<file path="config.mk">
export PLATFORM = sky130hd
export DESIGN_NAME = pll_seq_ctrl
export DESIGN_NICKNAME = d
export VERILOG_FILES = /design/src/rtl/pll_seq_ctrl.sv
export SDC_FILE = /design/constraint.sdc
export NUM_CORES = 1
export LEC_CHECK = 0
export BUFFER_PORTS_ARGS = -buffer_cell sky130_fd_sc_hd__buf_2
export CELL_PAD_IN_SITES_DETAIL_PLACEMENT = 2
export CELL_PAD_IN_SITES_GLOBAL_PLACEMENT = 2
export CORE_ASPECT_RATIO = 0.9
export CORE_MARGIN = 1
export CORE_UTILIZATION = 38
export CTS_CLUSTER_SIZE = 24
export DETAILED_ROUTE_END_ITERATION = 8
export PLACE_DENSITY = 0.79
export SKIP_LAST_GASP = 1
export SYNTH_ARGS = -nofsm -noshare
export SYNTH_HDL_FRONTEND = slang
export SYNTH_SLANG_ARGS = --single-unit
</file>
<file path="constraint.sdc">
create_clock -name clk -period 5.7 [get_ports clk]
set_input_delay 0.57 -clock clk [delete_from_list [all_inputs] [get_ports clk]]
set_output_delay 0.57 -clock clk [all_outputs]
set_load 0.01 [all_outputs]
</file>
<file path="src/rtl/pll_seq_ctrl.sv">
// PLL bring-up/supervision sequencer in the reference-clock domain: reset, lock wait, stability check, run, standby, fault.
// Latency: outputs registered from next state; pll_lock reaches decisions after a 2-flop sync (lock loss to pll_ready low: 3 edges).
// Backpressure: none; stdby_req is a level sampled in RUN/STANDBY, fault_clr is a pulse honoured only in FAULT.
module pll_seq_ctrl #(
  parameter int RST_CYCLES    = 16,
  parameter int LOCK_TIMEOUT  = 4096,
  parameter int STABLE_CYCLES = 256,
  parameter int MAX_RETRY     = 3
) (
  input  logic       clk,
  input  logic       rst_n,
  input  logic       pll_lock,
  input  logic       stdby_req,
  input  logic       fault_clr,
  output logic       pll_rst,
  output logic       pll_stdby,
  output logic       pll_ready,
  output logic       dom_rst_n,
  output logic       fault,
  output logic [3:0] retry_cnt,
  output logic [7:0] loss_cnt
);

  localparam int MAX_A = (RST_CYCLES > LOCK_TIMEOUT) ? RST_CYCLES : LOCK_TIMEOUT;
  localparam int MAX_P = (MAX_A > STABLE_CYCLES) ? MAX_A : STABLE_CYCLES;
  localparam int CW    = (MAX_P > 1) ? $clog2(MAX_P) : 1;

  typedef enum logic [2:0] {
    S_HOLD   = 3'd0,
    S_WAIT   = 3'd1,
    S_STABLE = 3'd2,
    S_RUN    = 3'd3,
    S_STDBY  = 3'd4,
    S_FAULT  = 3'd5
  } state_t;

  state_t        state_q, state_d;
  logic [CW-1:0] cnt_q, cnt_d;
  logic [3:0]    retry_q, retry_d;
  logic [7:0]    loss_q, loss_d;
  logic          sync1_q, sync2_q;
  logic          lock_s;
  logic          rst_q, stdby_q, ready_q, fault_q;

  assign lock_s = sync2_q;

  // Two-flop synchronizer for the asynchronous PLL lock indication.
  always_ff @(posedge clk) begin
    if (!rst_n) begin
      sync1_q <= 1'b0;
      sync2_q <= 1'b0;
    end else begin
      sync1_q <= pll_lock;
      sync2_q <= sync1_q;
    end
  end

  // Next-state, counters and retry/loss bookkeeping.
  always_comb begin
    state_d = state_q;
    retry_d = retry_q;
    loss_d  = loss_q;
    unique case (state_q)
      S_HOLD: begin
        if (cnt_q == CW'(RST_CYCLES - 1)) state_d = S_WAIT;
      end
      S_WAIT: begin
        if (lock_s) begin
          state_d = S_STABLE;
        end else if (cnt_q == CW'(LOCK_TIMEOUT - 1)) begin
          retry_d = retry_q + 4'd1;
          state_d = (retry_q == 4'(MAX_RETRY - 1)) ? S_FAULT : S_HOLD;
        end
      end
      S_STABLE: begin
        // A single low sample restarts the lock wait with a fresh timeout.
        if (!lock_s) state_d = S_WAIT;
        else if (cnt_q == CW'(STABLE_CYCLES - 1)) state_d = S_RUN;
      end
      S_RUN: begin
        // Standby takes priority; a lock drop caused by entering standby is not a loss.
        if (stdby_req) begin
          state_d = S_STDBY;
        end else if (!lock_s) begin
          if (loss_q != 8'hFF) loss_d = loss_q + 8'd1;
          state_d = S_HOLD;
        end
      end
      S_STDBY: begin
        if (!stdby_req) state_d = S_HOLD;
      end
      S_FAULT: begin
        if (fault_clr) begin
          state_d = S_HOLD;
          retry_d = 4'd0;
        end
      end
      default: state_d = S_HOLD;
    endcase
    // A successful bring-up forgives earlier failed attempts.
    if (state_d == S_RUN && state_q != S_RUN) retry_d = 4'd0;
    // Counter restarts on every state change; wrap in untimed states is harmless.
    cnt_d = (state_d != state_q) ? '0 : cnt_q + 1'b1;
  end

  // State register plus outputs decoded from the next state.
  always_ff @(posedge clk) begin
    if (!rst_n) begin
      state_q <= S_HOLD;
      cnt_q   <= '0;
      retry_q <= 4'd0;
      loss_q  <= 8'd0;
      rst_q   <= 1'b1;
      stdby_q <= 1'b0;
      ready_q <= 1'b0;
      fault_q <= 1'b0;
    end else begin
      state_q <= state_d;
      cnt_q   <= cnt_d;
      retry_q <= retry_d;
      loss_q  <= loss_d;
      rst_q   <= (state_d == S_HOLD) || (state_d == S_FAULT);
      stdby_q <= (state_d == S_STDBY);
      ready_q <= (state_d == S_RUN);
      fault_q <= (state_d == S_FAULT);
    end
  end

  assign pll_rst   = rst_q;
  assign pll_stdby = stdby_q;
  assign pll_ready = ready_q;
  assign dom_rst_n = ready_q;
  assign fault     = fault_q;
  assign retry_cnt = retry_q;
  assign loss_cnt  = loss_q;

endmodule

</file>
# After elaboration in Yosys (flattened, before gate mapping)
# Index checks and enable logic that the tools add are counted.
# word_totals
output_inout_bits	17
reg_bits	33
wordCells	58
in_bits	5
# classes
n_reduce_logical	9
n_bitwise	3
addsub	3
eq_ne	18
n_mux	15
# ops
cell	n
two-way mux 3 bit	10
case mux 3 bit (6 select lines)	1
adder 12 x 1 -> 12 bit, second input constant	1
== test 12 bit, second input constant	1
== test 12 x 4 -> 1 bit, second input constant	1
== test 12 x 8 -> 1 bit, second input constant	1
== test 3 bit, second input constant	4
two-way mux 4 bit	3
== test 3 x 2 -> 1 bit, second input constant	3
adder 8 x 1 -> 8 bit, second input constant	1
!= test 8 bit, second input constant	1
case mux 4 bit (2 select lines)	1
AND reduction 4 bit	2
logical NOT 3 bit	2
!= test 2 bit, second input constant	3
adder 4 x 1 -> 4 bit, second input constant	1
== test 4 x 2 -> 1 bit, second input constant	1
OR reduction 2 bit	2
== test 3 x 1 -> 1 bit, second input constant	1
!= test 3 x 2 -> 1 bit, second input constant	1
!= test 3 bit	1
NOT 1 bit	3
nonzero test 2 bit	1
logical AND 1 bit	1
logical OR 1 bit	1

# Depth between registers and ports, before layout
# Gate-level depths: netlist of run 1.
# logic_depth
word_depth	8
depth_mapped	7
mapped_depth_nobuf	7

# Least setup slack after synthesis of run 1
# Ideal clock, no wire load.
# synth_path
kind	register to register
from	reg cnt_q[0]
to	reg cnt_q[1]
setup_slack_ns	3.759
required_ns	5.604
setup_ns	0.096
arrival_time_ns	1.845
period_less_slack_ns	1.941
n_path_buf	0
stages_incl_launch_ff	7
path_cell_list	dfxtp_1 > ha_1 > nand3_1 > nand2b_1 > o211a_4 > mux2i_4 > nor4b_1
# synth_via
elab_chain_cells	6
word_cells_on_any_way	12
classes_between	add/sub: 1; eq/ne: 4; mux: 6; reduce/logical: 1
# synth_lines
element	line	rtl
from (decl)	38	logic [CW-1:0] cnt_q, cnt_d;
from (signal assigned)	119	cnt_q <= cnt_d;
== test 12 x 8 -> 1 bit / == test 12 bit (equally long branches)	78, 70	
two-way mux 3 bit (on tied branches)	78, 70	
two-way mux 3 bit (on tied branches)	77, 68	
case mux 3 bit (6 select lines)	63	unique case (state_q)
!= test 3 bit	103	cnt_d = (state_d != state_q) ? '0 : cnt_q + 1'b1;
OR reduction 2 bit (no source line)	n/a	
# Several ways; a longest one is shown, not always the timed one.
# A chain may end at the register's enable or synchronous reset.

# Worst setup path in the final report of run 1
# layout_path
from	reg cnt_q[0]
to	reg cnt_q[7]
# Same word-level chain as after synthesis.

==> results of run 1 <==
power breakdown:
group          leakage [nW]  switching [mW]  total, mW  internal, mW
registers             0.267         0.00367      0.237         0.233
clock network        0.0450          0.0864      0.171        0.0845
logic                 0.440         0.00754     0.0121       0.00461
metal layers:
metal	up-vias	global-route usage	share of wire	wire [um]
met4	0	0.08824	0.020	92
met1	721	0.2545	0.45	2045
met5	-	0	0	0
met3	11	0.04044	0.026	118
li1	687	-	-	-
met2	22	0.3974	0.50	2275
Yosys cell counts, types with 2 or more instances:
master	number
o211ai_1	2
ha_1	4
clkbuf_1	3
and4_1	3
nor4_1	10
nand2b_1	6
or2_2	2
nor2_1	16
inv_1	6
a211oi_1	3
nand2_1	5
nor3b_1	2
xnor2_1	7
and2_1	7
nand3_1	7
nor3_1	5
nor4_4	2
nand4_1	5
xor2_1	12
and3_1	5
dfxtp_1	33
o21ai_0	4
a21oi_1	5
layout by cell type (no fill, tap or decap), drive strengths merged, types with 2 or more instances in the layout:
cell type and instances:
dfxtp 33, buf 21, nor2 16, xor2 12
nor4 12, nand3 7, and2 7, xnor2 7
inv 6, nand2b 6, nand2 6, clkbuf 6
nor3 5, nand4 5, a21oi 5, and3 5
o21ai 4, ha 4, and4 3, a211oi 3
or2 2, nor3b 2, o211ai 2, clkinv 2
mux2i 2, a2111oi 2
area by class of cell:
class,instances,area share
Multi-Input combinational cell,132,0.5033
Sequential cell,33,0.3469
Clock buffer,6,0.03811
Tap cell,60,0.03942
Inverter,6,0.01183
Clock inverter,2,0.005256
Timing Repair Buffer,21,0.05519
critical path: cells and delay by family (launching register included):
kind                     cells  cell delay [ns]
AO/OA/AOI/OAI                1             0.23
flip-flops                   1             0.43
AND/OR/NAND/NOR              3             0.96
adder cells (fa/ha/maj)      1             0.28
multiplexers                 1             0.35
state kept, by name, indices dropped and copies added, names as in the netlist:
signal,cells
state_q,3
pll_rst,1
cnt_q,12
pll_stdby,1
lock_s,1
retry_cnt,4
loss_cnt,8
sync1_q,1
fault,1
dom_rst_n,1
worst paths after layout:
kind / start / to / slack (ns)
setup / recovery: cnt_q[0] / cnt_q[7] / 3.29
setup reg to reg: cnt_q[0] / cnt_q[7] / 3.29
hold reg to reg: sync1_q / lock_s / 0.48
hold / removal: sync1_q / lock_s / 0.48
kinds of logic after synthesis:
logic type,Yosys count,share of synthesized area
xor+xnor,19,0.09925
fa+ha+maj,4,0.02985
simple gates,82,0.3008
compound gates,25,0.1224
flops,33,0.3940
buf+inv,12,0.03433
mux,2,0.01940
==> flow_metrics.tcl, run 1 <==
set metrics [dict create \
    cts_buffer_depth 2 \
    setup_tns_ns 0 \
    p_leak_nw 0.7521 \
    grt_pass1_wl_um 7831 \
    power-per-cell-area_nw_per_um2 220.5 \
    multi_input_area_um2 958.4 \
    crit_type "reg2reg" \
    ios 22 \
    dp_hpwl_um 3223 \
    drv_slew 0 \
    fillCellCount 475 \
    netlist_area_um2 1677 \
    placed_area_um2 1822 \
    num_rows 22 \
    grt_setup_unrepaired "false" \
    synth_edf_count 0 \
    insertion_delay_ns 0.29 \
    fmax_mhz 414.3 \
    slowest_stage "nor4_1" \
    post_cts_buffers 0 \
    core_um2 4156 \
    first_pass_iters 4 \
    root_buffer "clkbuf_8" \
    synthFlopType "dfxtp_1" \
    antenna_found_initial 0 \
    setup_viol 0 \
    wire_per_inst_um 17.43 \
    diodes 0 \
    min_path_cells 1 \
    period_share 0.4235 \
    fp.dieArea_um2 4682 \
    yosysWarnings 0 \
    fin_ws_ns 3.286 \
    fin_hold_ws_ns 0.4802 \
    utilization 0.4582 \
    yosysTopAreaCell "dfxtp_1" \
    synth_top_area_share 0.3940 \
    finalCriticalPeriod_ns 2.414 \
    synth_cells 177 \
    gr-usage-all-layers 0.2198 \
    final_cells 260 \
    slew_headroom 0.3583 \
    crit_fanout 9 \
    ys_types 46 \
    startpoint_type "register" \
    ys_seq_elements 33 \
    ff2ff_path_depth 6 \
    via_count 1441 \
    synth_nets 186 \
    first_iter_violations 54 \
    vias_per_cell 5.542 \
    start_util 0.4034 \
    crit_chain "ha_1, nand3_1, nor4_1, o21ai_0, mux2i_4, nor4_1" \
    p_total_uw 419.9 \
    die_h_um 65.02 \
    arrival_ns 2.54 \
    layout.nets 208 \
    synthArstFlopShare 0 \
    worst_slew_pin_slew_ns 0.9583 \
    drc 0 \
    htreeDepth 2 \
    crit_path_frequent_cell "nor4_1" \
    wl_um 4531 \
    gp_congestion 0.8606 \
    detail-route-antenna-nets 0 \
    clock-sinks 33 \
    slowest_delay_ns 0.54 \
    die_x_um 72.02 \
    cts_buffers 5 \
    ys_seq_area_frac 0.3940 \
    required_ns 5.83 \
    cts_tree "yes" \
    end_kind "register" \
    hold_buffers 0 \
    layout-drive-gt1-share 0.1900 \
    port_buffers 21 \
    vdd_drop_max_uv 108.8 \
    post_cts_resized 0 \
    dpl_worst_slack_ns 3.317 \
    area_growth_pct 13.58 \
    regArea_um2 660.6 \
    hp-class "reg2reg" \
    path_clk_slew_ns 0.07 \
    finalHoldViolations 0 \
    maxCapViolations 0 \
    status "complete, no violations" \
    placed_cells 252 \
    grt_start_max_net_pins 17 \
    first_global_vias 1605 \
    grt_overflow_total 0 \
    avgSynthCellArea_um2 9.472 \
    synthTopCellsByArea "dfxtp_1 39%, xor2_1 6.3%, nor4_1 3.7%, xnor2_1 3.7%, nor2_1 3.6%" \
    fin_skew_ns 0.003783 \
    design_area_um2 1904 \
]
Note: power is estimated with default switching activity, not from simulation.
==> run 2, diff against run 1 <==
--- a/config.mk
+++ b/config.mk
@@ -5,15 +5,16 @@
 export SDC_FILE = /design/constraint.sdc
 export NUM_CORES = 1
 export LEC_CHECK = 0
+export ABC_AREA = 1
 export BUFFER_PORTS_ARGS = -buffer_cell sky130_fd_sc_hd__buf_2
 export CELL_PAD_IN_SITES_DETAIL_PLACEMENT = 2
 export CELL_PAD_IN_SITES_GLOBAL_PLACEMENT = 2
 export CORE_ASPECT_RATIO = 0.9
 export CORE_MARGIN = 1
-export CORE_UTILIZATION = 38
+export CORE_UTILIZATION = 32
 export CTS_CLUSTER_SIZE = 24
 export DETAILED_ROUTE_END_ITERATION = 8
-export PLACE_DENSITY = 0.79
+export PLACE_DENSITY = 0.73
 export SKIP_LAST_GASP = 1
 export SYNTH_ARGS = -nofsm -noshare
 export SYNTH_HDL_FRONTEND = slang
==> constraint.sdc (replaced) <==
create_clock -name clk -period 2.34 [get_ports clk]
set_input_delay 0.234 -clock clk [delete_from_list [all_inputs] [get_ports clk]]
set_output_delay 0.234 -clock clk [all_outputs]
set_load 0.01 [all_outputs]
==> run 2 against run 1 <==
Against the previous run:
- clock-buffer cell count unchanged
- sequential power increased by 140%
- worst hold slack got worse by 0.36 ns
- global-route usage decreased by 4.3 points
- sequential cell count unchanged
- die area increased by 24%
- critical path type unchanged
- first-iteration DRC count decreased by 33%
==> flow_metrics.tcl, run 2 <==
set metrics [dict create \
    status "complete, no violations" \
    startpoint_type "register" \
    vdd_drop_max_uv 218.4 \
    max_flop_register "cnt_q" \
    layout_common_cells "44 x nand2_1, 33 x dfxtp_1, 30 x nor2_1, 26 x inv_1, 21 x buf_2" \
    insertion_delay_ns 0.29 \
    finalCriticalPeriod_ns 1.881 \
    cts_tree "yes" \
    first_global_vias 1624 \
    synthArstFlopShare 0 \
    slew_headroom 0.7708 \
    period_share 0.8037 \
    grt_pass1_wl_um 7652 \
    gp_congestion 0.7124 \
    clock-sinks 33 \
    fillCellCount 635 \
    synth_nets 247 \
    avgSynthCellArea_um2 7.376 \
    port_buffers 21 \
    regArea_um2 660.6 \
    crit_type "reg2reg" \
    synthTopCellsByCount "44 x nand2_1, 33 x dfxtp_1, 30 x nor2_1" \
    ys_seq_area_frac 0.3763 \
    ys_types 29 \
    core_um2 5255 \
    layout-drive-gt1-share 0.2357 \
    final_cells 330 \
    detail-route-antenna-nets 0 \
    wire_per_inst_um 13.66 \
    end_kind "register" \
    setup_tns_ns 0 \
    num_rows 25 \
    synthTopCellsByArea "dfxtp_1 38%, nand2_1 9.4%, nor2_1 6.4%, nor3_2 5.7%, inv_1 5.6%" \
    grt_setup_unrepaired "false" \
    arrival_ns 2.09 \
    required_ns 2.55 \
    post_cts_buffers 0 \
    yosysWarnings 0 \
    wl_um 4509 \
    ys_seq_elements 33 \
    crit_fanout 12 \
    largest_reg_flops 12 \
    hp-class "in2reg" \
    diodes 0 \
    synth_cells 238 \
    gr-usage-all-layers 0.1771 \
    setup_viol 0 \
    critPathLaunch "cnt_q[0]" \
    yosysTopAreaCell "dfxtp_1" \
    finalHoldViolations 0 \
    htreeDepth 2 \
    die_h_um 72.27 \
    via_count 1592 \
    die_x_um 80.07 \
    fmax_mhz 531.7 \
    synthFlopType "dfxtp_1" \
    synth_edf_count 0 \
    antenna_found_initial 0 \
    worst_slew_pin_slew_ns 0.3412 \
    fp.dieArea_um2 5786 \
    maxCapViolations 0 \
    synth_top_area_share 0.3763 \
    p_leak_nw 0.8469 \
    placed_cells 322 \
    power-per-cell-area_nw_per_um2 580.1 \
    drc 0 \
    r2r_start "cnt_q[0]" \
    post_cts_resized 0 \
    start_util 0.3340 \
    cts_buffers 5 \
    drv_slew 0 \
    netlist_area_um2 1755 \
    synth_most_common_cell "nand2_1" \
    root_buffer "clkbuf_8" \
    area_growth_pct 15.89 \
    hold_start "pll_lock" \
    mostFrequentLayoutCell "nand2_1" \
    vias_per_cell 4.824 \
    first_pass_iters 3 \
    cts_buffer_depth 2 \
    ios 22 \
    layout.nets 271 \
    hold_buffers 0 \
    path_clk_slew_ns 0.07 \
    grt_overflow_total 0 \
    grt_start_max_net_pins 14 \
    utilization 0.3871 \
    multi_input_area_um2 937.1 \
    dp_hpwl_um 3476 \
    first_iter_violations 36 \
    p_total_mw 1.180 \
    fin_skew_ns 0.007323 \
]
==> run 2: worst paths after layout <==
check | endpoint | slack [ns] | cells past startpoint
worst max-delay path | cnt_q[0] | 0.46 | 9
worst min-delay path | sync1_q | 0.12 | 3
worst max register to register | cnt_q[0] | 0.46 | 9
worst min register to register | lock_s | 0.43 | 2
==> run 2: through the flow <==
stage / cell area, um2 / hold slack, ns / worst slack [ns]
2_1_floorplan: 1755 / 0.3316 / 0.7991
3_3_place_gp: 1914 / 0.4003 / 0.5626
3_5_place_dp: 1914 / 0.4062 / 0.4085
4_1_cts: 2034 / 0.1079 / 0.3710
5_1_grt: 2034 / 0.1295 / 0.2492
6_report: 2034 / 0.1181 / 0.4593
==> run 2: worst max-delay path, stage by stage (launching register included) <==
cell and delay (ns):
dfxtp_1 0.37, ha_1 0.22, nand3_2 0.16, nor2_4 0.16, nand3_1 0.10, nand3_1 0.09
nand2_1 0.09, nand2_1 0.10, nand3_2 0.28, nor3_1 0.23
==> run 2: cell families (layout without fill, tap and decap cells) <==
kind of cell / after synthesis / in the layout / synth area share
AND/OR/NAND/NOR: 126 / 126 / 0.3649
flip-flops: 33 / 33 / 0.3763
AO/OA/AOI/OAI: 24 / 24 / 0.07555
adder cells (fa/ha/maj): 4 / 4 / 0.02851
XOR/XNOR: 13 / 13 / 0.06486
buffers and inverters: 38 / 63 / 0.08980
==> run 2: report_power, final <==
group | internal [mW] | total, mW | switching (mW)
logic | 0.0121 | 0.0350 | 0.0229
registers | 0.568 | 0.573 | 0.00507
clock network | 0.346 | 0.573 | 0.226
total | 0.926 | 1.18 | 0.254
==> run 2: cell type report <==
| type | instances | area share |
|---|---|---|
| clock inverter | 2 | 0.01845 |
| multi-input combinational | 167 | 0.4606 |
| inverter | 34 | 0.06273 |
| clock buffer | 6 | 0.04059 |
| timing repair buffer | 21 | 0.05166 |
| tap | 67 | 0.04121 |
| sequential | 33 | 0.3247 |
==> run 2: layer usage <==
metal / vias to the layer above / GRT usage / routed length, um
met5: - / 0 / 0
met4: 0 / 0.07738 / 82
met3: 7 / 0.03774 / 109
met2: 17 / 0.3001 / 2194
met1: 765 / 0.2164 / 2122
li1: 803 / - / -
==> run 3, diff against run 2 <==
--- a/config.mk
+++ b/config.mk
@@ -11,10 +11,10 @@
 export CELL_PAD_IN_SITES_GLOBAL_PLACEMENT = 2
 export CORE_ASPECT_RATIO = 0.9
 export CORE_MARGIN = 1
-export CORE_UTILIZATION = 32
+export CORE_UTILIZATION = 29
 export CTS_CLUSTER_SIZE = 24
 export DETAILED_ROUTE_END_ITERATION = 8
-export PLACE_DENSITY = 0.73
+export PLACE_DENSITY = 0.7
 export SKIP_LAST_GASP = 1
 export SYNTH_ARGS = -nofsm -noshare
 export SYNTH_HDL_FRONTEND = slang
==> constraint.sdc (replaced) <==
create_clock -name clk -period 1.68 [get_ports clk]
set_input_delay 0.168 -clock clk [delete_from_list [all_inputs] [get_ports clk]]
set_output_delay 0.168 -clock clk [all_outputs]
set_load 0.01 [all_outputs]
==> run 3 against run 2 <==
Against the previous run:
- combinational power rose by 120%
- wire length rose by 16%
- register-to-register slack got worse by 0.39 ns
- setup slack got worse by 0.39 ns
- die area rose by 10%
==> flow_metrics.tcl, run 3 (same netlist as run 2, synthesis figures left out) <==
set metrics [dict create \
    vdd_drop_max_uv 457.7 \
    finalHoldViolations 0 \
    clock-sinks 33 \
    placed_cells 346 \
    diodes 0 \
    layout_common_cells "38 x nand2_1, 27 x nor2_1, 25 x inv_1, 25 x dfxtp_1" \
    insertion_delay_ns 0.29 \
    first_pass_iters 4 \
    grt_setup_unrepaired "true" \
    first_iter_violations 38 \
    gp_congestion 0.8073 \
    power.switching_uw 369.6 \
    final_cells 356 \
    slew_headroom 0.7569 \
    drc 0 \
    die_x_um 84.01 \
    hp-class "in2reg" \
    htreeDepth 2 \
    path_clk_slew_ns 0.08 \
    first_global_vias 1742 \
    cellInternalPower_mw 1.308 \
    design_area_um2 2382 \
    gr-usage-all-layers 0.1760 \
    fmax_mhz 619.8 \
    regArea_um2 673.1 \
    via_count 1695 \
    cts_buffer_depth 2 \
    setup_tns_ns 0 \
    p_leak_nw 0.9861 \
    power_frac_seq 0.476 \
    power-per-cell-area_nw_per_um2 704.2 \
    cts_buffers 5 \
    detail-route-antenna-nets 0 \
    start_util 0.3049 \
    layout-drive-gt1-share 0.3916 \
    ios 22 \
    startpoint_type "register" \
    crit_fanout 6 \
    antenna_found_initial 0 \
    mostFrequentLayoutCell "nand2_1" \
    fin_skew_ns 0.01027 \
    end_kind "register" \
    setup_viol 0 \
    wire_per_inst_um 14.72 \
    drv_slew 0 \
    worst_slew_pin_slew_ns 0.3608 \
    crit_type "reg2reg" \
    multi_input_area_um2 1066 \
    grt_pass1_wl_um 8493 \
    combPwrFrac 0.046 \
    dp_hpwl_um 3926 \
    fillCellCount 677 \
    root_buffer "clkbuf_8" \
    arrival_ns 1.79 \
    status "complete, no violations" \
    core_um2 5758 \
    fp.dieArea_um2 6369 \
    finalCriticalPeriod_ns 1.613 \
    sw_frac_of_total 0.2203 \
    layout.nets 294 \
    cts_tree "yes" \
    die_h_um 75.81 \
    vias_per_cell 4.761 \
    utilization 0.4137 \
    maxCapViolations 0 \
    max_flop_register "cnt_q" \
    wl_um 5241 \
    required_ns 1.85 \
    area_growth_pct 35.71 \
    num_rows 26 \
    port_buffers 21 \
    grt_overflow_total 0 \
    fin_hold_ws_ns 0.06998 \
    largest_reg_flops 12 \
    power_frac_clock 0.478 \
    period_share 0.9603 \
    placed_area_um2 2088 \
    grt_start_max_net_pins 14 \
]
-- run 3: cell count changes in the layout (fill, tap and decap cells not counted), sizes merged --
cell    change
clkbuf      +1
buf        +22
-- run 3: final cells by class --
type                            instances  share of cell area
Clock inverter                          2             0.01576
Inverter                               34             0.05357
Multi-Input combinational cell        167              0.4475
Clock buffer                            6             0.03466
Timing Repair Buffer                   44              0.1292
Sequential cell                        33              0.2826
Tap cell                               70             0.03676
-- run 3: path summary, 6_finish.rpt --
path	from	end	slack, ns	cells after the start
worst max-delay path	cnt_q[1]	cnt_q[9]	0.07	10
worst min-delay path	pll_lock	sync1_q	0.07	3
worst max register to register	cnt_q[1]	cnt_q[9]	0.07	10
worst min register to register	sync1_q	lock_s	0.42	2
-- run 3: worst max-delay path, cell delays in order, from the launching register on --
cell	delay (ns)
dfxtp_2	0.36
ha_4	0.15
nand3_4	0.10
nand3b_1	0.19
nand2_1	0.12
nand3_2	0.11
nand2_2	0.09
nand2_2	0.07
nand3_4	0.10
clkbuf_16	0.16
nor3_2	0.03
-- run 3: layer usage --
layer  GRT usage  part of all wire  vias up
met4     0.03448            0.0097        0
met3     0.04875             0.020        4
met1      0.2237              0.50      823
met2      0.3051              0.47       17
li1            -                 -      851
met5           0                 0        -
-- run 3: power by group through the flow --
stage          Combinational [mW]  Sequential (mW)  Clock [mW]
2_1_floorplan              0.0347            0.814           0
3_3_place_gp               0.0600            0.815           0
3_5_place_dp               0.0621            0.815           0
4_1_cts                    0.0650            0.798       0.825
5_1_grt                    0.0883            0.801       0.867
6_report                   0.0773            0.799       0.801
-- run 3: metrics by stage --
stage	setup WS [ns]	power, mW
floorplan	0.1391	0.8484
global placement	0.03062	0.8746
detailed placement	-0.07344	0.8774
CTS	0.0009095	1.688
global route	-0.06440	1.756
finish	0.06668	1.678
-- run 3: repair_timing --
action / 4_1_cts / 5_1_grt
endpoints found under the setup margin: 16 / 24
cloned: 0 / 1
pin swaps: 3 / 5
hold buffers: 0 / 0
gates resized for setup: 5 / 32
endpoints found under the hold margin: 0 / 0
setup buffers: 1 / 0
